## src/rtl/uart_tx_top.sv

```systemverilog
// uart_tx_top: 16550-style UART transmitter.
// Pops one character from a first-word-fall-through TX FIFO and serialises it on tx:
// start bit, 5-8 data bits (LSB first), optional parity, then 1/1.5/2 stop bits.
// Each bit lasts OVERSAMPLE baud_pulse ticks; all state advances only on baud_pulse clocks.
// Optional feature macro: UART_TX_BREAK_EN (set_break forces tx low over the FSM output).
// Ports:
//   clk, rst          system clock, synchronous active-high reset
//   baud_pulse        one-clk tick, OVERSAMPLE per bit time
//   thre, din         FIFO empty flag and FIFO head data
//   wls, stb          word length (N = wls+5) and stop-bit select
//   pen, eps,
//   sticky_parity     parity enable / even select / sticky select
//   set_break         break control (used only with UART_TX_BREAK_EN)
//   pop               one-clk pulse when din is consumed
//   sreg_empty        1 when no frame is in progress
//   tx                serial line, idle high
module uart_tx_top #(
  parameter int unsigned OVERSAMPLE = 16
) (
  input  logic       clk,
  input  logic       rst,
  input  logic       baud_pulse,
  input  logic       thre,
  input  logic [7:0] din,
  input  logic [1:0] wls,
  input  logic       stb,
  input  logic       pen,
  input  logic       eps,
  input  logic       sticky_parity,
  input  logic       set_break,
  output logic       pop,
  output logic       sreg_empty,
  output logic       tx
);

  // Tick counter must reach 2*OVERSAMPLE-1 (two stop bits).
  localparam int unsigned TICK_W = $clog2(2 * OVERSAMPLE);

  localparam logic [TICK_W-1:0] LAST_BIT_TICK  = TICK_W'(OVERSAMPLE - 1);
  localparam logic [TICK_W-1:0] LAST_STOP1     = TICK_W'(OVERSAMPLE - 1);
  localparam logic [TICK_W-1:0] LAST_STOP1P5   = TICK_W'((3 * OVERSAMPLE) / 2 - 1);
  localparam logic [TICK_W-1:0] LAST_STOP2     = TICK_W'(2 * OVERSAMPLE - 1);

  typedef enum logic [2:0] {
    ST_IDLE,
    ST_START,
    ST_DATA,
    ST_PARITY,
    ST_STOP
  } state_t;

  state_t            state_q, state_n;
  logic [TICK_W-1:0] tick_q, tick_n;
  logic [2:0]        bit_q, bit_n;
  logic [7:0]        shift_q, shift_n;
  logic [1:0]        wls_q, wls_n;
  logic              stb_q, stb_n;
  logic              pen_q, pen_n;
  logic              parity_q, parity_n;
  logic              tx_q, tx_n;
  logic              pop_q, pop_n;
  logic              empty_q, empty_n;

  // Parity of the incoming character, computed at load over the N data bits only.
  logic [7:0] load_mask_c;
  logic [7:0] load_data_c;
  logic       load_parity_c;

  always_comb begin
    load_mask_c = 8'(8'hFF >> (2'd3 - wls));
    load_data_c = din & load_mask_c;
    case ({sticky_parity, eps})
      2'b00:   load_parity_c = ~^load_data_c;
      2'b01:   load_parity_c = ^load_data_c;
      2'b10:   load_parity_c = 1'b1;
      default: load_parity_c = 1'b0;
    endcase
  end

  // Frame-shape decode from the latched configuration.
  logic [2:0]        last_bit_c;
  logic [TICK_W-1:0] last_stop_c;

  always_comb begin
    last_bit_c = 3'({1'b0, wls_q}) + 3'd4;
    if (!stb_q)              last_stop_c = LAST_STOP1;
    else if (wls_q == 2'b00) last_stop_c = LAST_STOP1P5;
    else                     last_stop_c = LAST_STOP2;
  end

  // State and output registers.
  always_ff @(posedge clk) begin
    if (rst) begin
      state_q  <= ST_IDLE;
      tick_q   <= '0;
      bit_q    <= '0;
      shift_q  <= '0;
      wls_q    <= '0;
      stb_q    <= 1'b0;
      pen_q    <= 1'b0;
      parity_q <= 1'b0;
      tx_q     <= 1'b1;
      pop_q    <= 1'b0;
      empty_q  <= 1'b1;
    end else begin
      state_q  <= state_n;
      tick_q   <= tick_n;
      bit_q    <= bit_n;
      shift_q  <= shift_n;
      wls_q    <= wls_n;
      stb_q    <= stb_n;
      pen_q    <= pen_n;
      parity_q <= parity_n;
      tx_q     <= tx_n;
      pop_q    <= pop_n;
      empty_q  <= empty_n;
    end
  end

  // Next-state and next-output logic; everything holds except on baud_pulse clocks.
  always_comb begin
    state_n  = state_q;
    tick_n   = tick_q;
    bit_n    = bit_q;
    shift_n  = shift_q;
    wls_n    = wls_q;
    stb_n    = stb_q;
    pen_n    = pen_q;
    parity_n = parity_q;
    tx_n     = tx_q;
    pop_n    = 1'b0;
    empty_n  = empty_q;

    if (baud_pulse) begin
      case (state_q)
        ST_IDLE: begin
          tx_n    = 1'b1;
          empty_n = 1'b1;
          if (!thre) begin
            shift_n  = din;
            wls_n    = wls;
            stb_n    = stb;
            pen_n    = pen;
            parity_n = load_parity_c;
            pop_n    = 1'b1;
            empty_n  = 1'b0;
            tx_n     = 1'b0;
            tick_n   = '0;
            bit_n    = '0;
            state_n  = ST_START;
          end
        end

        ST_START: begin
          if (tick_q == LAST_BIT_TICK) begin
            tick_n  = '0;
            tx_n    = shift_q[0];
            state_n = ST_DATA;
          end else begin
            tick_n = tick_q + TICK_W'(1);
          end
        end

        ST_DATA: begin
          if (tick_q == LAST_BIT_TICK) begin
            tick_n = '0;
            if (bit_q == last_bit_c) begin
              if (pen_q) begin
                tx_n    = parity_q;
                state_n = ST_PARITY;
              end else begin
                tx_n    = 1'b1;
                state_n = ST_STOP;
              end
            end else begin
              bit_n   = bit_q + 3'd1;
              shift_n = {1'b0, shift_q[7:1]};
              tx_n    = shift_q[1];
            end
          end else begin
            tick_n = tick_q + TICK_W'(1);
          end
        end

        ST_PARITY: begin
          if (tick_q == LAST_BIT_TICK) begin
            tick_n  = '0;
            tx_n    = 1'b1;
            state_n = ST_STOP;
          end else begin
            tick_n = tick_q + TICK_W'(1);
          end
        end

        ST_STOP: begin
          if (tick_q == last_stop_c) begin
            tick_n  = '0;
            tx_n    = 1'b1;
            empty_n = 1'b1;
            state_n = ST_IDLE;
          end else begin
            tick_n = tick_q + TICK_W'(1);
          end
        end

        default: begin
          tx_n    = 1'b1;
          empty_n = 1'b1;
          tick_n  = '0;
          state_n = ST_IDLE;
        end
      endcase
    end
  end

  assign pop        = pop_q;
  assign sreg_empty = empty_q;

`ifdef UART_TX_BREAK_EN
  // Break overrides the line without disturbing the frame in progress.
  assign tx = tx_q & ~set_break;
`else
  logic unused_set_break;
  assign unused_set_break = set_break;
  assign tx = tx_q;
`endif

endmodule

```

## config.mk

```make
export PLATFORM = sky130hd
export DESIGN_NAME = uart_tx_top
export DESIGN_NICKNAME = d
export VERILOG_FILES = /design/src/rtl/uart_tx_top.sv
export SDC_FILE = /design/constraint.sdc
export NUM_CORES = 1
export LEC_CHECK = 0
export ABC_AREA = 1
export CAP_MARGIN = 5
export CORE_MARGIN = 2
export CORE_UTILIZATION = 54
export CTS_BUF_LIST = sky130_fd_sc_hd__clkbuf_16
export DETAILED_ROUTE_END_ITERATION = 12
export GPL_TIMING_DRIVEN = 0
export HOLD_SLACK_MARGIN = 0.1
export PLACE_DENSITY = 0.86
export SLEW_MARGIN = 20
export SYNTH_ARGS = -nofsm -noshare
export SYNTH_HDL_FRONTEND = slang
export SYNTH_SLANG_ARGS = --single-unit
export TNS_END_PERCENT = 50
```

## constraint.sdc

```tcl
create_clock -name clk -period 2 [get_ports clk]
set_input_delay 0.3 -clock clk [delete_from_list [all_inputs] [get_ports clk]]
set_output_delay 0.3 -clock clk [all_outputs]
set_load 0.005 [all_outputs]
```

==> metrics.yaml <==
die_x_um: 58.80
postCtsHoldBufs: 0
diodes: 0
drc: 1
cts.path.max_buffers: 2
setup_viol: 0
ant_nets: 0
p_leak_nw: 0.8259
post-cts-setup-buffer-count: 0
cts_root_buf: "clkbuf_16"
cp-end-kind: "flip-flop"
ys_warn_count: 0
synth_cell_types: 27
synth_top_area_share_pct: 33.33
design_area_mm2: 0.001929
clock_latency_ns: 0.26
synth-simple-area-share_pct: 33.64
hpwl_um: 2680
fin_crit_sh_pct: 88.69
layout-drive-gt1-share_pct: 9.294
internal-power_w: 0.001287
placementRows: 19
layout_commonest_cell: "nand2_1"
drt_iter0_markers: 98
synth-compound-area-share_pct: 16.67
fin_nets: 293
layout_min_cycle_time_ns: 1.774
synth_mux_area_share_pct: 0
status: "finished with violations"
grt.total_usage_pct: 23.16
ir_drop_v: 0.0006802
power_density_mw_per_mm2: 1155
utilization_pct: 68.78
synth.ff_latch_count: 27
placed_area_mm2: 0.001851
grt-ovfl-total: 0
grt_pass1_vias: 1492
fin_tns_setup_ns: 0
synth_edf_count: 0
yosysSeqAreaShare_pct: 33.33
worst_slew_pin_slew_ns: 0.4570
pin_count: 22
cts_tree: "done"
die_y_um: 58.80
drv_cap: 0
synth_largest_area_cell: "dfxtp_1"
grt_pass1_wl_um: 6272
crit_fanout: 5
seq_power_share_pct: 33.6
htree_levels: 1
grt_max_degree: 15
cp.arrival_ns: 1.97
min_path_type: "primary input to flip-flop"
pwr-share-comb_pct: 46.2
fin_skew_ns: 0.004597
initial_core_util_pct: 57.81
clkPwrFrac_pct: 20.2
syn_avg_cell_area_um2: 6.592
cts.sinks: 27
ctsResizeCount: 0
dr.pass1.iters: 8
synth_ff_type: "dfxtp_1"
worstReg2RegStart: "tick_q[0]$_SDFFE_PP0P_"
yosys.area_share.adder_pct: 3.086
p_sw_share_pct: 42.25
p_switching_w: 0.0009416
syn_area_mm2: 0.001622
core_area_mm2: 0.002805
slew_headroom_pct: 69.53
wl_per_cell_um: 12.15
synth-xor-area-share_pct: 2.160
port_buffers: 19
numCtsBuffers: 3
detail_route.vias_per_cell: 5.420
syn_inst: 246
async_reset_ff_share_pct: 0
gp_congestion: 0.8832
routed_wl_um: 3645
worstSetupPathType: "flip-flop to flip-flop"
fmax_ghz: 0.5637
rsz0062_at_grt: "false"
cts.reportedPaths.clkPinSlew_ns: 0.07
syn_nets: 269
grt_antenna_before_repair: 0
start_kind: "flip-flop"
worstPathRequired_ns: 2.20
synth_top_family_by_area: "simple AND/OR/NAND/NOR gates"
holdCritStartpoint: "rst"
die_area_mm2: 0.003457
final_cell_mix: "nand2_1, inv_1, dfxtp_1"
area_growth_pct: 18.98
hold_viol: 0
cp-startpoint: "tick_q[0]$_SDFFE_PP0P_"
synthTopCellsByArea: "dfxtp_1, nand2_1, a21oi_1, inv_1, o21ai_0"
num_vias: 1626
violations: "DRC"
finalMaxSlewViolations: 0
[power by group through the flow]
stage	Sequential (W)	Combinational [W]	Clock, W
6_report	0.000750	0.00103	0.000450
5_1_grt	0.000762	0.00114	0.000475
4_1_cts	0.000749	0.00102	0.000456
3_5_place_dp	0.000759	0.00100	0
3_3_place_gp	0.000756	0.000975	0
2_1_floorplan	0.000742	0.000751	0
[layer usage]
metal	global-route usage [%]	vias up	routed length, µm
met5	0	-	0
met4	4.870	0	36
met3	4.835	5	160
met2	41.43	46	1827
met1	28.49	732	1620
li1	-	843	-
[cells in the mapped netlist, drive strengths merged, types with 2 or more instances]
| library cell | n |
|---|---|
| nand4 | 10 |
| dfxtp | 27 |
| clkbuf | 3 |
| inv | 37 |
| nand3 | 14 |
| o21ai | 22 |
| a21oi | 26 |
| xnor2 | 3 |
| nand2 | 68 |
| o211ai | 2 |
| buf | 3 |
| ha | 4 |
| nor2 | 22 |
[worst paths after layout]
check / cells after the start / slack [ns] / to
worst min-delay path: 2 / 0.40 / tick_q[1]$_SDFFE_PP0P_
worst max-delay path: 9 / 0.23 / state_q[1]$_SDFFE_PP0P_
worst max register to register: 9 / 0.23 / state_q[1]$_SDFFE_PP0P_
worst min register to register: 2 / 0.46 / shift_q[3]$_SDFFE_PP0P_
[per-stage QoR]
step | hold WS, ns | setup slack (ns) | cells | total power (W)
6_report | 0.4013 | 0.2262 | 300 | 0.002229
3_5_place_dp | 0.4540 | 0.2451 | 296 | 0.001759
4_1_cts | 0.4019 | 0.2500 | 300 | 0.002220
2_1_floorplan | 0.4349 | 0.5016 | 246 | 0.001493
5_1_grt | 0.4361 | 0.06942 | 300 | 0.002378
3_3_place_gp | 0.4478 | 0.2603 | 296 | 0.001731
[area by class of cell]
type / count / area, µm²
clock buffer: 3 / 75.07
multi-input combinational: 176 / 900.9
fill: 263 / 875.8
tap: 31 / 38.79
clock inverter: 1 / 3.754
sequential: 27 / 540.5
buffer: 6 / 38.79
timing repair buffer: 19 / 190.2
inverter: 37 / 141.4
[critical path: stages, from the launching register on]
cell,delay [ns]
dfxtp_1,0.36
ha_1,0.19
nand2_1,0.10
a21oi_1,0.11
o21ai_1,0.08
o21ai_1,0.31
nand2_2,0.17
nor2_2,0.18
o21ai_0,0.10
nor2_1,0.11
[registers in the layout, summed over array words and instances (netlist names)]
register    count
stb_q           1
state_q         3
pop             1
wls_q           2
parity_q        1
sreg_empty      1
tx              1
bit_q           3
pen_q           1
tick_q          5
shift_q         8
[logic make-up (layout without fill, tap and decap cells)]
group	count (synthesis)	count (layout)
buffers and inverters	43	66
AO/OA/AOI/OAI	52	52
AND/OR/NAND/NOR	116	116
XOR/XNOR	4	4
flip-flops	27	27
adder cells (fa/ha/maj)	4	4
(Power assumes the default switching activity.)
